[src/rtl/level_debouncer.sv]
// ============================================================================
// level_debouncer : qualifies a synchronized level over STABLE_CYCLES samples
//                   with rise/fall/glitch pulses; optional rise-event counter
//                   built when LEVEL_DEBOUNCER_EVENT_CNT_EN is defined.
// Revision 1.0
// ============================================================================
`default_nettype none

module level_debouncer #(
  parameter int STABLE_CYCLES = 4,
  parameter int CNT_WIDTH     = 16
) (
  input  logic                 clkIn,
  input  logic                 rstNIn,
  input  logic                 levelIn,
  input  logic                 clrCntIn,
  output logic                 levelOut,
  output logic                 risePulseOut,
  output logic                 fallPulseOut,
  output logic                 glitchPulseOut,
  output logic [CNT_WIDTH-1:0] eventCntOut
);

  if (STABLE_CYCLES < 1 || STABLE_CYCLES > 65535) begin : g_bad_stable_cycles
    $fatal(1, "level_debouncer: STABLE_CYCLES out of range 1..65535");
  end
  if (CNT_WIDTH < 1 || CNT_WIDTH > 32) begin : g_bad_cnt_width
    $fatal(1, "level_debouncer: CNT_WIDTH out of range 1..32");
  end

  localparam int QCW = $clog2(STABLE_CYCLES + 1);
  localparam logic [QCW-1:0] STABLE_Q = QCW'(STABLE_CYCLES);

  typedef enum logic [1:0] {
    ST_STABLE_LOW  = 2'd0,
    ST_QUAL_HIGH   = 2'd1,
    ST_STABLE_HIGH = 2'd2,
    ST_QUAL_LOW    = 2'd3
  } state_t;

  state_t         state_q,  state_d;
  logic [QCW-1:0] count_q,  count_d;
  logic           level_q,  level_d;
  logic           rise_q,   rise_d;
  logic           fall_q,   fall_d;
  logic           glitch_q, glitch_d;
  logic [QCW-1:0] count_inc;
  logic           accept_rise;

  assign count_inc = count_q + QCW'(1);

  always_comb begin
    state_d     = state_q;
    count_d     = count_q;
    level_d     = level_q;
    rise_d      = 1'b0;
    fall_d      = 1'b0;
    glitch_d    = 1'b0;
    accept_rise = 1'b0;
    case (state_q)
      ST_STABLE_LOW: begin
        if (levelIn) begin
          // A single-sample qualification accepts on the first new sample.
          if (STABLE_CYCLES == 1) begin
            state_d     = ST_STABLE_HIGH;
            level_d     = 1'b1;
            rise_d      = 1'b1;
            accept_rise = 1'b1;
            count_d     = '0;
          end else begin
            state_d = ST_QUAL_HIGH;
            count_d = QCW'(1);
          end
        end
      end
      ST_QUAL_HIGH: begin
        if (levelIn) begin
          if (count_inc == STABLE_Q) begin
            state_d     = ST_STABLE_HIGH;
            level_d     = 1'b1;
            rise_d      = 1'b1;
            accept_rise = 1'b1;
            count_d     = '0;
          end else begin
            count_d = count_inc;
          end
        end else begin
          state_d  = ST_STABLE_LOW;
          count_d  = '0;
          glitch_d = 1'b1;
        end
      end
      ST_STABLE_HIGH: begin
        if (!levelIn) begin
          if (STABLE_CYCLES == 1) begin
            state_d = ST_STABLE_LOW;
            level_d = 1'b0;
            fall_d  = 1'b1;
            count_d = '0;
          end else begin
            state_d = ST_QUAL_LOW;
            count_d = QCW'(1);
          end
        end
      end
      ST_QUAL_LOW: begin
        if (!levelIn) begin
          if (count_inc == STABLE_Q) begin
            state_d = ST_STABLE_LOW;
            level_d = 1'b0;
            fall_d  = 1'b1;
            count_d = '0;
          end else begin
            count_d = count_inc;
          end
        end else begin
          state_d  = ST_STABLE_HIGH;
          count_d  = '0;
          glitch_d = 1'b1;
        end
      end
      default: begin
        state_d = ST_STABLE_LOW;
        count_d = '0;
        level_d = 1'b0;
      end
    endcase
  end

  always_ff @(posedge clkIn) begin
    if (!rstNIn) begin
      state_q  <= ST_STABLE_LOW;
      count_q  <= '0;
      level_q  <= 1'b0;
      rise_q   <= 1'b0;
      fall_q   <= 1'b0;
      glitch_q <= 1'b0;
    end else begin
      state_q  <= state_d;
      count_q  <= count_d;
      level_q  <= level_d;
      rise_q   <= rise_d;
      fall_q   <= fall_d;
      glitch_q <= glitch_d;
    end
  end

  assign levelOut       = level_q;
  assign risePulseOut   = rise_q;
  assign fallPulseOut   = fall_q;
  assign glitchPulseOut = glitch_q;

`ifdef LEVEL_DEBOUNCER_EVENT_CNT_EN
  logic [CNT_WIDTH-1:0] evt_cnt_q, evt_cnt_d;

  // A clear coinciding with an accepted rise leaves that rise counted.
  always_comb begin
    evt_cnt_d = evt_cnt_q;
    if (clrCntIn) begin
      evt_cnt_d = accept_rise ? CNT_WIDTH'(1) : '0;
    end else if (accept_rise && (evt_cnt_q != {CNT_WIDTH{1'b1}})) begin
      evt_cnt_d = evt_cnt_q + CNT_WIDTH'(1);
    end
  end

  always_ff @(posedge clkIn) begin
    if (!rstNIn) begin
      evt_cnt_q <= '0;
    end else begin
      evt_cnt_q <= evt_cnt_d;
    end
  end

  assign eventCntOut = evt_cnt_q;
`else
  logic [1:0] unused_cnt_inputs;
  assign unused_cnt_inputs = {clrCntIn, accept_rise};
  assign eventCntOut       = '0;
`endif

endmodule

`default_nettype wire

[config.mk]
export PLATFORM = sky130hd
export DESIGN_NAME = level_debouncer
export DESIGN_NICKNAME = d
export VERILOG_FILES = /design/src/rtl/level_debouncer.sv
export SDC_FILE = /design/constraint.sdc
export NUM_CORES = 1
export LEC_CHECK = 0
export CAP_MARGIN = 20
export CORE_MARGIN = 3
export CORE_UTILIZATION = 39
export DETAILED_ROUTE_END_ITERATION = 10
export GPL_TIMING_DRIVEN = 0
export PLACE_DENSITY = 0.76
export SLEW_MARGIN = 20
export SYNTH_ARGS = -nofsm -noshare
export SYNTH_HDL_FRONTEND = slang
export SYNTH_SLANG_ARGS = --single-unit
[constraint.sdc]
create_clock -name clkIn -period 1.5 [get_ports clkIn]
set_input_delay 0.375 -clock clkIn [delete_from_list [all_inputs] [get_ports clkIn]]
set_output_delay 0.375 -clock clkIn [all_outputs]
set_load 0.005 [all_outputs]
==> results_tabular.tex <==
\begin{tabular}{lr}
\hline
Metric & Value \\
\hline
\multicolumn{2}{l}{\textbf{Outcome}} \\
\quad Run status & finished, final reports clean \\
\multicolumn{2}{l}{\textbf{Cells and area}} \\
\quad Diode count & 0 \\
\quad Post-layout nets & 92 \\
\quad Share of layout cells above drive strength 1 & 28.2\% \\
\quad P\&R area growth vs syn & 31.2\% \\
\quad Non-Filler Instances & 99 \\
\quad Number of fill cells & 115 \\
\multicolumn{2}{l}{\textbf{Clocking}} \\
\quad CTS tree & built \\
\quad CTS clock-pin slew for the worst setup and hold paths & 0.06 ns \\
\quad Insertion delay to the later sink of the worst-skew pair & 0.26 ns \\
\quad Max clock buf depth & 2 \\
\quad Num CTS Buffers & 3 \\
\quad Clock tree sinks & 9 \\
\quad Level count of the clock H-tree & 1 \\
\quad Cts-stage hold buffer count & 0 \\
\quad Clock root buffer master & sky130\_fd\_sc\_hd\_\_clkbuf\_4 \\
\multicolumn{2}{l}{\textbf{Pwr}} \\
\quad Power density relative to cell area & 727 nW/um\^{}2 \\
\quad Maximum vdd drop & 0.493 mV \\
\quad Static leakage & 0.000379 uW \\
\quad Tot Pwr & 508 uW \\
\multicolumn{2}{l}{\textbf{Worst setup path}} \\
\quad Maximum fanout count along the critical path & 1 \\
\quad Reg-to-reg critical path startpoint & count\_q[0] \\
\quad Crit. End Element & output port \\
\quad Slowest cell on the critical path & sky130\_fd\_sc\_hd\_\_clkdlybuf4s50\_1 \\
\quad Setup crit start kind & flip-flop \\
\quad Worst setup startpoint & risePulseOut \\
\quad WP buf/inv & 1 \\
\quad Crit path required time & 1.12 ns \\
\quad Slowest stage delay, CP & 0.49 ns \\
\quad Cell family with the largest share of critical-path delay & buffers and inverters \\
\quad Worst endpoint data arrival time & 1.06 ns \\
\quad Worst Setup Path Type & flip-flop to output port \\
\quad Count of cells along the worst register-to-register path & 4 \\
\quad Path length in cells of the critical path & 1 \\
\quad CP Cell Sequence & clkdlybuf4s50\_1 \\
\multicolumn{2}{l}{\textbf{Hold path}} \\
\quad Hold Crit Depth & 2 \\
\quad Hold wc startpoint & levelIn \\
\quad Worst hold path type & input port to flip-flop \\
\multicolumn{2}{l}{\textbf{Placement}} \\
\quad Buffers added on ports & 6 \\
\quad Placed instance count & 95 \\
\quad Half-perimeter wire length after placement & 706 microns \\
\quad Weighted congestion at the end of routability-driven global placement & 0.725 \\
\multicolumn{2}{l}{\textbf{Synth}} \\
\quad Synth cell types & 24 \\
\quad Number of synthesized flops with an enable pin & 0 \\
\quad Ranking of synthesized cells by instance count & sky130\_fd\_sc\_hd\_\_buf\_4 (16), sky130\_fd\_sc\_hd\_\_dfxtp\_1 (9), sky130\_fd\_sc\_hd\_\_nand2\_1 (5) \\
\quad Most used standard cell by instance count after synthesis & sky130\_fd\_sc\_hd\_\_buf\_4 \\
\quad Total standard cell area after synthesis & 533 sq um \\
\quad Yosys warns & 0 \\
\quad Share of the yosys chip area belonging to registers & 33.8\% \\
\quad Average footprint of a synthesized cell & 8.88 sq um \\
\quad Portion of synthesized cell area occupied by the leading cell type & 33.8\% \\
\quad Commonest register cell after synthesis & sky130\_fd\_sc\_hd\_\_dfxtp\_1 \\
\quad Yosys top cell by area & sky130\_fd\_sc\_hd\_\_dfxtp\_1 \\
\quad Synth Instances & 60 \\
\quad Async SR Flop Fraction & 0\% \\
\quad Most area-consuming cells after synthesis & sky130\_fd\_sc\_hd\_\_dfxtp\_1 (34\%), sky130\_fd\_sc\_hd\_\_buf\_4 (23\%), sky130\_fd\_sc\_hd\_\_ha\_1 (4.7\%), sky130\_fd\_sc\_hd\_\_nand2\_1 (3.5\%), sky130\_fd\_sc\_hd\_\_xor2\_2 (3.1\%) \\
\quad Flop and latch count out of synthesis & 9 \\
\multicolumn{2}{l}{\textbf{Drt}} \\
\quad Via density per instance & 4.27 \\
\quad Via count & 423 \\
\quad Iteration count of the initial detailed-routing pass & 4 \\
\quad DR DRC count & 0 \\
\quad Antenna viol nets, final & 0 \\
\quad Wirelength per Cell & 9.10 microns \\
\quad First DRT Iteration DRCs & 10 \\
\quad Sum of routed wire length over all layers & 901 microns \\
\multicolumn{2}{l}{\textbf{Die}} \\
\quad Effective utilization at floorplan & 44.9\% \\
\quad Core footprint & 1190 sq um \\
\quad X dimension of the die & 43.0 microns \\
\quad Die outline area & 1850 sq um \\
\quad Vertical die dimension & 43.0 microns \\
\quad Number of standard-cell rows in the floorplan & 12 \\
\quad Number of placed I/O pins & 24 \\
\multicolumn{2}{l}{\textbf{STA}} \\
\quad Fmax & 698 MHz \\
\quad Fin crit period & 1.43 ns \\
\quad Period Utilization, post-route & 95.5\% \\
\quad Unrepaired setup endpoints after global routing & false \\
\quad Final-report max-slew violation count & 0 \\
\quad Count of final setup violators & 0 \\
\quad Worst clock skew & 0.00229 ns \\
\quad Final count of hold timing violations & 0 \\
\multicolumn{2}{l}{\textbf{Global routing}} \\
\quad Overall track demand over capacity in global routing & 11.6\% \\
\quad Number of antenna violations at the first check in global routing & 0 \\
\quad First-pass GRT wire length & 1500 microns \\
\quad GRT Residual Overflow & 0 \\
\quad Pin count of the biggest net entering global routing & 11 \\
\quad Vias in the first global route & 340 \\
\multicolumn{2}{l}{\textbf{Flow run}} \\
\quad Number of maximum-capacitance violations & 0 \\
\hline
\end{tabular}
[area by class of cell]
cell class | count | area (sq um) | share of cell area, %
Tap cell | 14 | 17.5 | 2.50
Sequential cell | 9 | 181 | 25.9
Timing Repair Buffer | 6 | 65.1 | 9.30
Multi-Input combinational cell | 46 | 274 | 39.2
Buffer | 17 | 124 | 17.7
Inverter | 3 | 11.3 | 1.61
Clock buffer | 4 | 26.3 | 3.76
[cell usage in the layout, fill, tap and decap left out, drive strengths merged, types with 2 or more instances in the layout]
cell	synthesis	layout
inv	3	3
dfxtp	9	9
xor2	2	2
conb	1	16
clkbuf	1	5
dlymetal6s2s	0	2
ha	2	2
buf	16	16
nand4	2	2
a21oi	3	3
clkdlybuf4s50	0	4
o211ai	2	2
nor2	3	3
nand2	5	5
[stage by stage]
stage               utilization [%]  worst slack [ns]  hold slack [ns]  cell area [sq um]  setup TNS [ns]
finish                         59.0            0.0674            0.466                699               0
global placement               56.2            -0.232            0.482                667          -0.657
CTS                            58.5            0.0175            0.495                694               0
floorplan                         -             0.283            0.453                589               0
global route                   59.0            0.0165            0.490                699               0
detailed placement             56.2            -0.260            0.499                667          -0.718
[path summary, 6_finish.rpt]
path	slack (ns)	to
worst max-delay path	0.07	risePulseOut
worst min-delay path	0.47	fallPulseOut
worst max register to register	0.12	levelOut
worst min register to register	0.49	levelOut
[metal layers]
layer,up-vias,global-route usage (%),part of all wire [%]
met1,173,12.0,40
met4,0,7.23,2.1
met3,4,7.63,14
met2,26,17.1,44
met5,-,0,0
li1,220,-,-
[kinds of logic after synthesis]
family	count (synthesis)	synth area share, %
buffers and inverters	20	25.4
and+or+nand+nor	18	20.2
muxes	1	1.88
AOI/OAI and AO/OA	7	8.68
other	1	0.704
DFF	9	33.8
adders and majority gates	2	4.69
xor gates and xnor gates	2	4.70
[repair_timing]
action                     in CTS  in global routing
setup endpoints to repair       1                  3
cloned                          0                  0
buffers inserted                0                  0
hold endpoints to repair        0                  0
resized for setup               1                  2
[where the power goes]
| group | switching [uW] | leakage [uW] | total (uW) | internal [uW] |
|---|---|---|---|---|
| logic | 32.0 | 0.000290 | 71.1 | 39.1 |
| registers | 3.51 | 0.0000737 | 247 | 244 |
| clock network | 87.0 | 0.0000150 | 190 | 103 |
| total | 123 | 0.000379 | 508 | 386 |
Power figures use the tool's default switching activity.
